`src/rtl/rx_byte_fifo.sv`:
```
// rx_byte_fifo: show-ahead byte FIFO between a UART receiver and its consumer.
// Writes come from a single-cycle strobe with no backpressure; a byte that
// arrives while the FIFO is full and not draining is dropped.
// Optional feature: define RX_FIFO_OVERFLOW_EN to build a sticky lost-byte
// flag on o_overflow; without it o_overflow is tied to 0.
module rx_byte_fifo #(
  parameter int DEPTH = 8  // power of two, 2..64
) (
  input  logic                     i_clk,
  input  logic                     i_rst_n,
  input  logic [7:0]               i_data,
  input  logic                     i_valid,
  input  logic                     i_clr,
  output logic [7:0]               o_data,
  output logic                     o_valid,
  input  logic                     i_ready,
  output logic [$clog2(DEPTH):0]   o_count,
  output logic                     o_full,
  output logic                     o_overflow
);

  localparam int AW = $clog2(DEPTH);
  localparam int CW = AW + 1;

  logic [7:0]    r_mem [DEPTH];
  logic [AW-1:0] r_wr_ptr;
  logic [AW-1:0] r_rd_ptr;
  logic [CW-1:0] r_count;

  logic w_empty;
  logic w_full;
  logic w_pop;
  logic w_push;

  // Decide this cycle's pop and push from registered occupancy only.
  // NOTE: every always_comb output gets a default first so no path can leave it unassigned and infer a latch.
  always_comb begin
    w_empty = 1'b0;
    w_full  = 1'b0;
    w_pop   = 1'b0;
    w_push  = 1'b0;
    w_empty = (r_count == '0);
    w_full  = (r_count == CW'(DEPTH));
    // Ready is meaningless while the FIFO is empty.
    w_pop   = !w_empty && i_ready;
    // A full FIFO still accepts a byte when the head leaves the same cycle.
    w_push  = i_valid && (!w_full || w_pop);
  end

  // Byte storage: written at the write pointer on every accepted push.
  // NOTE: the array has no reset; pointers and count define which entries are live, so stale contents are harmless.
  always_ff @(posedge i_clk) begin
    if (w_push && !i_clr) begin
      r_mem[r_wr_ptr] <= i_data;
    end
  end

  // Pointers and occupancy; flush overrides any push or pop on the same edge.
  // NOTE: sequential state uses non-blocking assignments so every register samples pre-edge values.
  always_ff @(posedge i_clk or negedge i_rst_n) begin
    if (!i_rst_n) begin
      r_wr_ptr <= '0;
      r_rd_ptr <= '0;
      r_count  <= '0;
    end else if (i_clr) begin
      r_wr_ptr <= '0;
      r_rd_ptr <= '0;
      r_count  <= '0;
    end else begin
      if (w_push) begin
        r_wr_ptr <= r_wr_ptr + AW'(1);
      end
      if (w_pop) begin
        r_rd_ptr <= r_rd_ptr + AW'(1);
      end
      case ({w_push, w_pop})
        2'b10:   r_count <= r_count + CW'(1);
        2'b01:   r_count <= r_count - CW'(1);
        default: r_count <= r_count;
      endcase
    end
  end

`ifdef RX_FIFO_OVERFLOW_EN
  logic w_drop;
  logic r_overflow;

  // A drop is a strobe that arrives while full with no pop to make room.
  assign w_drop = i_valid && w_full && !w_pop;

  // Sticky lost-byte flag, cleared only by flush or reset.
  always_ff @(posedge i_clk or negedge i_rst_n) begin
    if (!i_rst_n) begin
      r_overflow <= 1'b0;
    end else if (i_clr) begin
      r_overflow <= 1'b0;
    end else if (w_drop) begin
      r_overflow <= 1'b1;
    end
  end

  assign o_overflow = r_overflow;
`else
  assign o_overflow = 1'b0;
`endif

  // Show-ahead head: the entry under the read pointer, no output register.
  assign o_data  = r_mem[r_rd_ptr];
  assign o_valid = !w_empty;
  assign o_full  = w_full;
  assign o_count = r_count;

endmodule

```
`config.mk`:
```
export PLATFORM = sky130hd
export DESIGN_NAME = rx_byte_fifo
export DESIGN_NICKNAME = d
export VERILOG_FILES = /design/src/rtl/rx_byte_fifo.sv
export SDC_FILE = /design/constraint.sdc
export NUM_CORES = 1
export LEC_CHECK = 0
export CAP_MARGIN = 10
export CORE_ASPECT_RATIO = 0.8
export CORE_MARGIN = 5
export CORE_UTILIZATION = 45
export DETAILED_ROUTE_END_ITERATION = 16
export HOLD_SLACK_MARGIN = 0.05
export PLACE_DENSITY = 0.78
export SLEW_MARGIN = 40
export SYNTH_ARGS = -nofsm -noshare
export SYNTH_HDL_FRONTEND = slang
export SYNTH_SLANG_ARGS = --single-unit
```
`constraint.sdc`:
```
create_clock -name i_clk -period 2.12 [get_ports i_clk]
set_input_delay 0.318 -clock i_clk [delete_from_list [all_inputs] [get_ports i_clk]]
set_output_delay 0.318 -clock i_clk [all_outputs]
set_load 0.02 [all_outputs]
```
==> qor.yml <==
path_max_fanout: 3
violations: "negative setup slack"
vdd_ir_drop_max_v: 0.000359
synth_top_flop_cell: "edfxtp_1"
max-cap-violations: 0
grtUsageMet2_pct: 22.2
worstSetupEndpointType: "output port"
synth-seq-cells: 74
overflow: 0
path_cells: "buf_6 > buf_4 > mux4_2 > mux2_4 > buf_6"
place_inst: 301
grt_pass1_wl_um: 9760
rsz0062_at_grt: "true"
synth_seq_area_share_pct: 67.1
layout_commonest_cell: "edfxtp_1"
grt_pass1_vias: 1828
clock_skew_ns: 0.00770
antennaDiodeCount: 0
cp_slowest_cell: "mux4_2"
area_growth_syn_to_layout_pct: 25.5
pre_cts_ws_ns: -0.296
die_y_um: 85.9
clock_latency_ns: 0.34
firstDrtPassIters: 4
core_mm2: 0.00696
cts_tree: "built"
tightest_slew_ns: 0.792
synth_edf_count: 64
io_pins: 28
synthCells: 173
setup_viol: 8
crit_type: "reg2out"
yosysWarnings: 0
avgSynthCellArea_um2: 18.7
min_path_type: "in2async"
powerDensity_mw_per_mm2: 1040
grtUsageTotal_pct: 14.4
drc: 0
max_freq_mhz: 448
ys_async_sr_fraction_pct: 13.5
synth.distinct_cells: 44
period_share_pct: 105
num_rows: 27
fin_crit_ns: 2.23
synth_nets: 191
status: "finished, violations left"
synth.cell_area_mm2: 0.00324
start_util_pct: 46.5
finalHoldViolations: 0
antenna_found_initial: 0
power_mw: 4.21
finalNetCount: 249
dieWidth_um: 105
startpoint_type: "flip-flop"
htree_levels: 3
slowest_delay_ns: 0.49
layout_common_cells: "edfxtp_1, buf_4, mux4_2, clkdlybuf4s50_1, nor2_1"
final_cells: 323
final_core_util_pct: 58.4
cts_buffers: 9
worst_path_most_repeated_cell: "buf_6"
top_usage_layer: "met2"
clk_pin_slew_ns: 0.08
clock_sinks: 74
drt_iter0_drc: 124
clockBufferDepth: 2
place.detailed.hpwl_um: 3910
required_ns: 1.80
grt_max_degree: 19
cts_hold_buf: 0
leakage_nw: 1.44
relSlewSlack_pct: 47.0
worstPathArrival_ns: 1.91
drive_gt1_share_pct: 39.4
grt_use_met1_pct: 19.9
dieArea_mm2: 0.00900
io_buffers: 26
cts_root_buffer: "clkbuf_8"
drt-total-wl_um: 6060
grtUsageMet3_pct: 4.97
slew_violations: 0
layout_setup_ws_ns: -0.112
ant_nets: 0
routedWlPerCell_um: 18.7
routed-via-count: 1738
routed_via_density: 5.38
place_congestion: 0.898
-- Yosys cell counts, types with 2 or more instances --
cell type,number,area [um^2]
mux4_2,7,158
ha_1,4,50.1
nand2_1,2,7.51
a21oi_1,3,15.0
o211ai_1,2,15.0
nor3_1,4,20.0
dfrtp_1,10,250
nor2_1,12,45.0
mux2_2,8,90.1
mux2i_1,3,30.0
nor2b_1,2,12.5
edfxtp_1,64,1920
buf_4,3,22.5
nand2b_1,4,25.0
nand3_1,2,10.0
clkbuf_1,2,7.51
xor2_1,3,26.3
xnor2_1,2,17.5
mux2_1,2,22.5
nand3b_1,2,15.0
mux4_1,9,236
-- flip-flops by register name, indices dropped and copies added (netlist names) --
register / count
r_wr_ptr: 3
r_rd_ptr: 3
o_count: 4
r_mem: 64
-- critical path, delay by kind of cell (launching register included) --
family / cells / cell delay (ns)
DFF: 1 / 0.43
muxes: 2 / 0.77
buffers and inverters: 3 / 0.38
-- final timing paths --
path                                          from                       to  slack [ns]  cells past startpoint
max                        r_rd_ptr[0]$_DFFE_PN0P_                o_data[7]       -0.11                      5
min                                        i_rst_n  r_rd_ptr[1]$_DFFE_PN0P_        0.32                      1
max reg2reg                 o_count[0]$_DFFE_PN0P_   o_count[2]$_DFFE_PN0P_        0.06                      7
min reg2reg                r_wr_ptr[0]$_DFFE_PN0P_  r_wr_ptr[0]$_DFFE_PN0P_        0.65                      3
max in group asynchronous                  i_rst_n  r_rd_ptr[0]$_DFFE_PN0P_        1.43                      1
min in group i_clk         r_wr_ptr[0]$_DFFE_PN0P_  r_wr_ptr[0]$_DFFE_PN0P_        0.65                      3
-- stage by stage --
stage	TNS [ns]	hold slack (ns)	instance area (um^2)
after floorplan	-0.987	0.0224	3240
after global placement	-4.73	0.631	3750
after detailed placement	-6.07	0.646	3750
after CTS	-0.999	0.316	4040
after global routing	-1.21	0.332	4060
final	-0.562	0.317	4060
-- cell families after synthesis --
group | count (synthesis) | share of synthesized area [%]
flip-flops | 74 | 67.1
adder cells (fa/ha/maj) | 5 | 2.16
other | 1 | 0.116
AO/OA/AOI/OAI | 14 | 4.52
multiplexers | 29 | 16.6
AND/OR/NAND/NOR | 35 | 5.88
buffers and inverters | 10 | 2.28
XOR/XNOR | 5 | 1.35
-- cell type report --
type                       count  area, um^2
clock buffer                  10         128
clock inverter                 6        67.6
fill                         527        2900
inverter                       1        3.75
multi-input combinational     89        1030
sequential                    74        2170
tap                           87         109
timing repair buffer          56         547
-- where the power goes --
| group | internal (mW) | total [mW] | switching, mW | leakage (nW) |
|---|---|---|---|---|
| Clock | 0.545 | 1.03 | 0.489 | 0.0925 |
| Combinational | 0.775 | 1.45 | 0.680 | 0.640 |
| Sequential | 1.66 | 1.72 | 0.0659 | 0.711 |
| Total | 2.98 | 4.21 | 1.23 | 1.44 |
-- what timing repair did --
item	4_1_cts	5_1_grt
gates resized for setup	67	14
pin swaps	0	3
cloned	1	0
endpoints found under the setup margin	11	19
setup buffers	5	1
endpoints found under the hold margin	0	0
-- per-layer routing --
layer	up-vias	wire length (um)	share of wire, %
met3	6	261	4.3
met2	40	2930	48
li1	807	-	-
met1	885	2830	47
met4	0	38	0.63
met5	-	0	0
Power figures use the tool's default switching activity.
